File: src/rtl/dmem_arbiter.sv
// dmem_arbiter: shares the single 32-bit data-memory port between the data
// stage, the fetch stage and the debug/loader port. Data has priority,
// fetch and loader alternate round-robin, and a starved fetch overrides data.
module dmem_arbiter #(
    parameter int unsigned STARVE_LIMIT = 4
) (
    input  logic        sysclk,
    input  logic        rstd,
    input  logic        d_req,
    input  logic        i_req,
    input  logic        x_req,
    input  logic [7:0]  d_addr,
    input  logic [7:0]  i_addr,
    input  logic [7:0]  x_addr,
    input  logic [3:0]  d_wren,
    input  logic [3:0]  x_wren,
    input  logic [31:0] d_wdata,
    input  logic [31:0] x_wdata,
    output logic        d_gnt,
    output logic        i_gnt,
    output logic        x_gnt,
    output logic        d_rvalid,
    output logic        i_rvalid,
    output logic        x_rvalid,
    output logic [31:0] rdata,
    output logic [7:0]  mem_addr,
    output logic [3:0]  mem_wren,
    output logic [31:0] mem_wdata,
    input  logic [31:0] mem_rdata
);

    localparam int unsigned AW = 8;
    localparam int unsigned DW = 32;
    localparam int unsigned BW = 4;
    localparam int unsigned CW = 4;

    localparam logic [1:0] OWN_D = 2'd0;
    localparam logic [1:0] OWN_I = 2'd1;
    localparam logic [1:0] OWN_X = 2'd2;

    logic          rr;
    logic [CW-1:0] starve_cnt;
    logic          own_vld;
    logic [1:0]    own_tag;
    logic          rd_grant;
    logic [1:0]    rd_tag;

    // Fixed-priority grant with starvation override and fetch/loader round-robin.
    // Grants are held off entirely while reset is asserted.
    always_comb begin
        d_gnt = 1'b0;
        i_gnt = 1'b0;
        x_gnt = 1'b0;
        if (rstd) begin
            if (i_req && (starve_cnt == CW'(STARVE_LIMIT))) begin
                i_gnt = 1'b1;
            end else if (d_req) begin
                d_gnt = 1'b1;
            end else if (i_req && x_req) begin
                if (rr) x_gnt = 1'b1;
                else    i_gnt = 1'b1;
            end else if (i_req) begin
                i_gnt = 1'b1;
            end else if (x_req) begin
                x_gnt = 1'b1;
            end
        end
    end

    // Steer the winner onto the bank port; idle port drives zeros.
    always_comb begin
        mem_addr  = '0;
        mem_wren  = '0;
        mem_wdata = '0;
        rd_grant  = 1'b0;
        rd_tag    = OWN_D;
        if (d_gnt) begin
            mem_addr  = d_addr;
            mem_wren  = d_wren;
            mem_wdata = d_wdata;
            rd_grant  = (d_wren == '0);
            rd_tag    = OWN_D;
        end else if (i_gnt) begin
            mem_addr  = i_addr;
            rd_grant  = 1'b1;
            rd_tag    = OWN_I;
        end else if (x_gnt) begin
            mem_addr  = x_addr;
            mem_wren  = x_wren;
            mem_wdata = x_wdata;
            rd_grant  = (x_wren == '0);
            rd_tag    = OWN_X;
        end
    end

    // Round-robin pointer flips to favour the other side after a fetch or loader grant.
    always_ff @(posedge sysclk or negedge rstd) begin
        if (!rstd) begin
            rr <= 1'b0;
        end else if (x_gnt) begin
            rr <= 1'b0;
        end else if (i_gnt) begin
            rr <= 1'b1;
        end
    end

    // Count data-caused fetch denials; loader wins leave the count untouched.
    always_ff @(posedge sysclk or negedge rstd) begin
        if (!rstd) begin
            starve_cnt <= '0;
        end else if (!i_req || i_gnt) begin
            starve_cnt <= '0;
        end else if (d_gnt && (starve_cnt < CW'(STARVE_LIMIT))) begin
            starve_cnt <= starve_cnt + CW'(1);
        end
    end

    // Remember who owns the read data returning next cycle.
    always_ff @(posedge sysclk or negedge rstd) begin
        if (!rstd) begin
            own_vld <= 1'b0;
            own_tag <= OWN_D;
        end else begin
            own_vld <= rd_grant;
            own_tag <= rd_tag;
        end
    end

    // Tagged read-data return; rdata is quiet when no read is returning.
    always_comb begin
        d_rvalid = own_vld && (own_tag == OWN_D);
        i_rvalid = own_vld && (own_tag == OWN_I);
        x_rvalid = own_vld && (own_tag == OWN_X);
        rdata    = own_vld ? mem_rdata : DW'(0);
    end

    // Unused-width guards keep the address/lane widths tied to the port declarations.
    logic unused_w;
    assign unused_w = ^{AW'(0), BW'(0)};

endmodule

File: config.mk
export PLATFORM = sky130hd
export DESIGN_NAME = dmem_arbiter
export DESIGN_NICKNAME = d
export VERILOG_FILES = /design/src/rtl/dmem_arbiter.sv
export SDC_FILE = /design/constraint.sdc
export NUM_CORES = 1
export LEC_CHECK = 0
export BUFFER_PORTS_ARGS = -buffer_cell sky130_fd_sc_hd__buf_2
export CORE_AREA = 2 2 82 84
export CTS_BUF_LIST = sky130_fd_sc_hd__clkbuf_4
export DETAILED_ROUTE_END_ITERATION = 7
export DIE_AREA = 0 0 84 86
export SLEW_MARGIN = 20
export SYNTH_ARGS = -nofsm -noshare
export SYNTH_HDL_FRONTEND = slang
export SYNTH_SLANG_ARGS = --single-unit
File: constraint.sdc
create_clock -name sysclk -period 2.2 [get_ports sysclk]
set_input_delay 0.11 -clock sysclk [delete_from_list [all_inputs] [get_ports sysclk]]
set_output_delay 0.11 -clock sysclk [all_outputs]
set_load 0.03 [all_outputs]
# After elaboration in Yosys (flattened, before gate mapping)
# Cells that the tools add are included.
# word_totals
regBits,8
inputBits,133
output_inout_bits,82
wordCells,58
# op_classes
n_addsub,1
n_lt_le_gt_ge,1
n_eq_ne,3
muxes,36
n_reduce_logical,13
# op_table
cell,count
$mux W32,4
$mux W8,3
$mux W1,21
$mux W4,5
$logic_not A4 Y1,2
$logic_and A1 B1 Y1,6
$mux W2,3
$add A4 B1 Y4 const B,1
$eq A4 B3 Y1 const B,1
$lt A4 B3 Y1 const B,1
$reduce_bool A2 Y1,2
$eq A2 B1 Y1 const B,1
$eq A2 B2 Y1 const B,1
$logic_not A2 Y1,1
$logic_not A1 Y1,1
$logic_or A1 B1 Y1,1

# Longest topological paths before layout
# Gate-level depths: netlist of the first run.
# logic_depth
word_depth,9
mapped_depth,8
depth_no_buf,6

# Least setup slack after synthesis of the first run
# OpenSTA, ideal clock, no wires.
# synth_path
kind,flip-flop to output port
from,register starve_cnt[0]
to,output port mem_wdata[23]
t_arrival_ns,1.758
required_time_ns,2.090
path_slack_ns,0.332
stages_incl_launch_ff,9
path_buffers,3
path_cell_list,dfrtp_1 > inv_1 > ha_1 > and4b_1 > buf_6 > nor3_2 > buf_4 > buf_4 > a22o_1
# synth_between
elab_chain_cells,7
word_cells_on_any_way,11
classes_between,eq/ne (1); mux (9); reduce/logical (1)
# synth_rtl
element,line_no,text
"start, declared",42,logic [CW-1:0] starve_cnt;
"start signal, assigned",114,starve_cnt <= starve_cnt + CW'(1);
$eq A4 B3 Y1,55,if (i_req && (starve_cnt == CW'(STARVE_LIMIT))) begin
$logic_and A1 B1 Y1,55,
$mux W1,55,
$mux W1,54,if (rstd) begin
net x_gnt,21,"output logic x_gnt,"
$mux W32,87,end else if (x_gnt) begin
$mux W32,83,end else if (i_gnt) begin
$mux W32,77,if (d_gnt) begin
"end, declared",28,"output logic [31:0] mem_wdata,"
# The timed path passes the listed nets, and every way through them passes these cells.

# Worst setup path in the final report of the first run
# layout_path
from,register starve_cnt[0]
to,output port mem_addr[6]
# layout_between
elab_chain_cells,7
word_cells_on_any_way,11
classes_between,eq/ne (1); mux (9); reduce/logical (1)
# layout_rtl
element,line_no,text
$eq A4 B3 Y1 (*),55,
$logic_and A1 B1 Y1 (*),55,
$mux W1,55,
$mux W1,54,
$mux W8,87,
$mux W8,83,
$mux W8 (*),77,
"end, declared",26,"output logic [7:0] mem_addr,"
# Every way passes the cells marked *; elsewhere a longest branch is shown, timed or not.

==> impl_metrics.yaml, run 1 <==
route:
  wl_per_cell_um: 14.41
  drtIter0Drc: 54
  first_pass_iters: 4
  wl_um: 6212
  drc: 0
  avgViaCountPerCell: 4.531
  postRouteAntennaNets: 0
  vias: 1953
synthesis:
  syn_avg_cell_area_sq_um: 8.548
  synth.distinct_cells: 29
  ys_warn_count: 0
  synth_cells: 137
  synth_seq_cells: 8
  syn-cell-area_sq_mm: 0.001171
  yosysSeqAreaShare_pct: 17.09
  synth_nets: 272
run:
  max_cap_violations: 0
die:
  fp.dieW_um: 84
  core_area_sq_mm: 0.006277
  start_util_pct: 18.66
  design.die.area_sq_mm: 0.007224
  boundaryPins: 215
  die_y_um: 86
  rows: 29
power_and_ir_drop:
  leakage_nw: 1.508
  p_per_area_mw_per_mm2: 324.1
  peakVddDrop_mv: 0.1642
  power_mw: 0.7940
global_route:
  grt_pass1_vias: 1786
  grt_overflow: 0
  grt_max_degree: 36
  antenna_found_initial: 0
  grt_use_total_pct: 14.16
  grt_pass1_wl_um: 8362
timing:
  max_slew_margin_pct: 53.49
  final_max_slew_viol_count: 0
  setup_ws_ns: 0.06994
  fmax_mhz: 469.5
  finalCritPeriodShare_pct: 96.82
  finalHoldViolations: 0
  finalHoldWorstSlack_ns: 0.1020
  worstMarginPinSlew_ns: 0.6976
  fin_worst_skew_ns: 0.001218
  setup_violations: 0
  setup_tns_ns: 0
  fin_crit_ns: 2.130
cts:
  cts_tree: "done"
  h-tree-depth: 1
  cts_buffers: 3
  clkSlewWorstSetupHoldPaths_ns: 0.05
  cts_buffer_depth: 2
  clock_sinks: 8
  clk_latency_ns: 0.25
  root_buffer: "clkbuf_4"
cells_and_area:
  fin_area_sq_mm: 0.002450
  areaGrowthSynthToFinish_pct: 109.2
  seq_area_sq_um: 200.2
  multi_input_area_sq_um: 877.1
  layout-drive-gt1-share_pct: 66.38
  num_antenna_cells: 0
  fillers: 653
  fin_nets: 491
critical_path:
  critPathSlowestCell: "dfrtp_1"
  reg2reg_from: "starve_cnt[0]"
  setup.worst_path.class: "reg -> out"
  cp_max_fo: 8
  arrival_ns: 2.02
  worstSetupEndpointType: "output port"
  reg2regPathDepth: 7
  critical-path-max-stage-delay_ns: 0.40
  cp.buffers_inverters: 4
  start_kind: "register"
  rrSetupSlack_ns: 0.45
  worst-path-stages: 8
  r2r_end: "own_vld"
  critPathTopFamily: "buffers and inverters"
  path_cells: "inv_1 > ha_1 > and4b_4 > nor3_4 > buf_12 > buf_4 > a221o_1 > buf_6"
  critPathRequiredTime_ns: 2.09
placed_design:
  portBuffers: 214
  dpl_cell_area_sq_mm: 0.002276
  dp_slack_ns: 0.1991
  gp_congestion: 0.8440
  dp_hpwl_um: 5105
hold_path:
  hp-class: "in -> reg"
  hold_depth: 2
  whs_endpoint: "own_tag[1]"
  worst_hold_startpoint: "d_req"
status:
  status: "completed"
report_power, final:
part / leakage, nW / switching (mW) / internal, mW
Sequential: 0.108 / 0.0128 / 0.156
Combinational: 1.39 / 0.289 / 0.224
Clock: 0.0138 / 0.0491 / 0.0624
Total: 1.51 / 0.351 / 0.443
layout by cell type, fill, tap and decap left out, drive strengths merged, types with 2 or more instances in the layout:
master,count
nor3b,2
nor3,7
o21a,2
a22o,36
clkbuf,5
a221o,8
and2,40
nand2,2
dfrtp,8
inv,3
buf,224
nor2,3
ha,2
flip-flops by register name, summed over array words and instances, names as in the netlist:
name,cells
rr,1
starve_cnt,4
own_tag,2
own_vld,1
worst reg2reg max path, stage by stage (launching register included):
cell and delay [ns]:
dfrtp_1 0.38, inv_1 0.06, ha_1 0.19, and4b_4 0.22
buf_4 0.16, o21a_4 0.27, buf_4 0.15, a211o_1 0.21
layer usage:
| metal | vias to the layer above | routed length [um] | GRT usage, % |
|---|---|---|---|
| li1 | 955 | - | - |
| met1 | 855 | 2159 | 15.29 |
| met2 | 141 | 3460 | 28.44 |
| met3 | 2 | 571 | 2.599 |
| met4 | 0 | 20 | 3.079 |
| met5 | - | 0 | 0 |
synth_stat cells:
master    instances  area, sq um
and2_1           40        250.2
a22o_1           36        315.3
a221o_1           8        80.08
buf_4             8        60.06
dfrtp_1           8        200.2
nor3_1            6        30.03
clkbuf_1          3        11.26
inv_1             3        11.26
buf_6             2        22.52
ha_1              2        25.02
nand2_1           2        7.510
nor3b_1           2        15.01
a211o_1           1        8.760
a211oi_1          1        7.510
a21oi_1           1        5.000
and3b_1           1        8.760
and4b_1           1        10.01
buf_2             1        5.000
mux2i_1           1        10.01
nor2_1            1        3.750
nor2_4            1        11.26
nor3_2            1        10.01
nor4_1            1        6.260
o211ai_1          1        7.510
o21a_1            1        7.510
o21a_4            1        15.01
o21ba_2           1        10.01
or4_1             1        7.510
xnor2_1           1        8.760
cell type report:
| type | instances | area share (%) |
|---|---|---|
| sequential | 8 | 8.172 |
| clock buffer | 3 | 0.9193 |
| inverter | 3 | 0.4597 |
| multi-input combinational | 113 | 35.80 |
| timing repair buffer | 227 | 50.71 |
| tap | 77 | 3.933 |
how the worst max path moves through the flow:
stage	from	to	slack, ns
after floorplan	starve_cnt[0]	mem_wdata[23]	0.33
after global placement	starve_cnt[0]	mem_wdata[14]	0.25
after detailed placement	starve_cnt[0]	mem_wren[2]	0.20
after CTS	starve_cnt[0]	mem_wren[2]	0.02
after global routing	starve_cnt[0]	mem_addr[6]	-0.002
final	starve_cnt[0]	mem_addr[6]	0.07
through the flow:
step           utilization (%)  instances
2_1_floorplan                -        137
3_3_place_gp             36.26        418
3_5_place_dp             36.26        418
4_1_cts                  36.91        422
5_1_grt                  39.03        431
6_report                 39.03        431
cells by family after synthesis:
group	count (synthesis)	synth area share (%)
simple gates	57	30.77
compound gates	51	39.00
buf+inv	17	9.401
flops	8	17.09
fa+ha+maj	2	2.136
xor+xnor	1	0.7480
mux	1	0.8547
what timing repair did:
action	CTS	global route
endpoints found under the hold margin	8	0
setup endpoints to repair	36	43
gates cloned	0	3
hold buffers	1	0
setup buffers	0	6
pin swaps	0	3
resized for setup	3	16
Note: power is estimated with default switching activity, not from simulation.
==> run 2, diff against run 1 <==
CELL_PAD_IN_SITES_DETAIL_PLACEMENT = 1   (was not set)
CELL_PAD_IN_SITES_GLOBAL_PLACEMENT = 1   (was not set)
CORE_AREA = not set   (was 2 2 82 84)
CORE_MARGIN = 2   (was not set)
CORE_UTILIZATION = 15   (was not set)
DIE_AREA = not set   (was 0 0 84 86)
PLACE_DENSITY_LB_ADDON = 0.1   (was not set)
==> run 2 against run 1 <==
Setup slack got worse by 0.036 ns. Count of clock-buffer cells in the layout is the same. Maximum frequency fell by 1.7%. Wire length increased by 21%. Clock skew rose by 0.0041 ns. Non-clock buffer count increased by 5. Clock power hardly changed. Critical endpoint unchanged. Largest cell class unchanged. Largest power group unchanged.
==> impl_metrics.yaml, run 2 (synthesis gave the netlist of run 1 again) <==
status:
  status: "completed"
global_route:
  grt_use_total_pct: 14.39
  antenna_found_initial: 0
  grt_overflow: 0
  grt_max_degree: 48
  grt_pass1_vias: 2011
  grt_pass1_wl_um: 9901
cells_and_area:
  final_cell_mix: "buf_2, and2_1, a22o_1"
  areaGrowthSynthToFinish_pct: 129.3
  reg.largest.list: "starve_cnt: 4 flops, own_tag: 2 flops"
  layout-drive-gt1-share_pct: 66.76
  top_register: "starve_cnt"
  num_antenna_cells: 0
  final_common_cell: "buf_2"
  layout.cells.non_filler: 460
  fin_nets: 495
  largest_register_ffs: 4
power_and_ir_drop:
  intPower_mw: 0.4899
  p_per_area_mw_per_mm2: 319.7
  p_sw_mw: 0.3687
  power_mw: 0.8585
  seq_power_share_pct: 19.6
  comb_power_share_pct: 67.4
  leakage_nw: 1.564
  swShare_pct: 42.94
  clockPowerShare_pct: 13.0
  peakVddDrop_mv: 0.1170
placed_design:
  dp_hpwl_um: 5693
  dp_cells: 443
  dp_slack_ns: 0.1997
  gp_congestion: 0.7105
  portBuffers: 214
route:
  postRouteAntennaNets: 0
  vias: 2038
  drtIter0Drc: 32
  drc: 0
  wl_um: 7541
  wl_per_cell_um: 16.39
  avgViaCountPerCell: 4.430
  first_pass_iters: 4
cts:
  cts_buffers: 3
  root_buffer: "clkbuf_4"
  clk_latency_ns: 0.25
  cts_tree: "done"
  h-tree-depth: 1
  clkSlewWorstSetupHoldPaths_ns: 0.06
  cts_buffer_depth: 2
  clock_sinks: 8
die:
  design.die.area_sq_mm: 0.008530
  rows: 32
  core_area_sq_mm: 0.007647
  start_util_pct: 15.31
  die_y_um: 92.36
  fp.dieW_um: 92.36
  boundaryPins: 215
timing:
  fin_worst_skew_ns: 0.005274
  rsz0062_at_grt: "true"
  worstMarginPinSlew_ns: 0.4858
  fin_crit_ns: 2.166
  fmax_mhz: 461.7
  max_slew_margin_pct: 67.36
  finalHoldWorstSlack_ns: 0.1070
  setup_ws_ns: 0.03417
  finalCritPeriodShare_pct: 98.45
  setup_violations: 0
  final_max_slew_viol_count: 0
  finalHoldViolations: 0
hold_path:
  hold_depth: 2
  hp-class: "in -> reg"
critical_path:
  crit_top_cell: "buf_6"
  arrival_ns: 2.06
  cp_max_fo: 6
  critical-path-max-stage-delay_ns: 0.40
  reg2regPathDepth: 7
  path_cells: "inv_1 > ha_1 > and4b_2 > nor3_4 > buf_6 > clkbuf_16 > a221o_1 > buf_6"
  critPathSlowestCell: "dfrtp_1"
  critPathRequiredTime_ns: 2.09
  setup.worst_path.class: "reg -> out"
  start_kind: "register"
  worstSetupEndpointType: "output port"
run:
  max_cap_violations: 0
[run 2: critical path: cells and delay by family (launching register included)]
| family | cells | cell delay [ns] |
|---|---|---|
| compound gates | 1 | 0.32 |
| simple gates | 2 | 0.42 |
| fa+ha+maj | 1 | 0.13 |
| flops | 1 | 0.40 |
| buf+inv | 4 | 0.51 |
[run 2: power by group through the flow]
stage	clock, mW	sequential [mW]	combinational [mW]
6_report	0.112	0.168	0.579
5_1_grt	0.128	0.169	0.618
4_1_cts	0.116	0.168	0.521
3_5_place_dp	0	0.171	0.502
3_3_place_gp	0	0.170	0.500
2_1_floorplan	0	0.165	0.294
[run 2: layout make-up]
| cell class | count | area [sq um] |
|---|---|---|
| Inverter | 3 | 11.26 |
| Clock buffer | 3 | 22.52 |
| Fill cell | 979 | 4962 |
| Sequential cell | 8 | 200.2 |
| Timing Repair Buffer | 232 | 1455 |
| Tap cell | 102 | 127.6 |
| Multi-Input combinational cell | 112 | 868.3 |
[run 2: timing repair]
item,in CTS,in global routing
endpoints found under the hold margin,8,0
endpoints found under the setup margin,22,44
pin swaps,1,10
hold buffers,1,0
setup buffers,0,8
resized for setup,10,64
cloned,1,4
[run 2: per-layer routing]
| metal | up-vias | wire length [um] | track usage [%] |
|---|---|---|---|
| met4 | 0 | 99 | 3.731 |
| met3 | 8 | 780 | 2.848 |
| met2 | 144 | 4017 | 28.35 |
| li1 | 966 | - | - |
| met1 | 920 | 2644 | 15.42 |
| met5 | - | 0 | 0 |
[run 2: final timing paths]
check	slack [ns]	to	start
worst max-delay path	0.03	mem_addr[6]	starve_cnt[1]
worst min-delay path	0.11	own_tag[1]	d_req
worst max register to register	0.47	rr	starve_cnt[0]
worst min register to register	0.57	rr	rr
max in group asynchronous	1.73	starve_cnt[1]	rstd
min in group asynchronous	0.26	starve_cnt[2]	rstd
[run 2: metrics by stage]
step / cell area [sq um] / utilization [%] / TNS (ns)
6_report: 2685 / 35.11 / 0
5_1_grt: 2685 / 35.11 / -0.8047
2_1_floorplan: 1171 / - / 0
3_3_place_gp: 2332 / 30.50 / 0
4_1_cts: 2421 / 31.66 / 0
3_5_place_dp: 2332 / 30.50 / 0
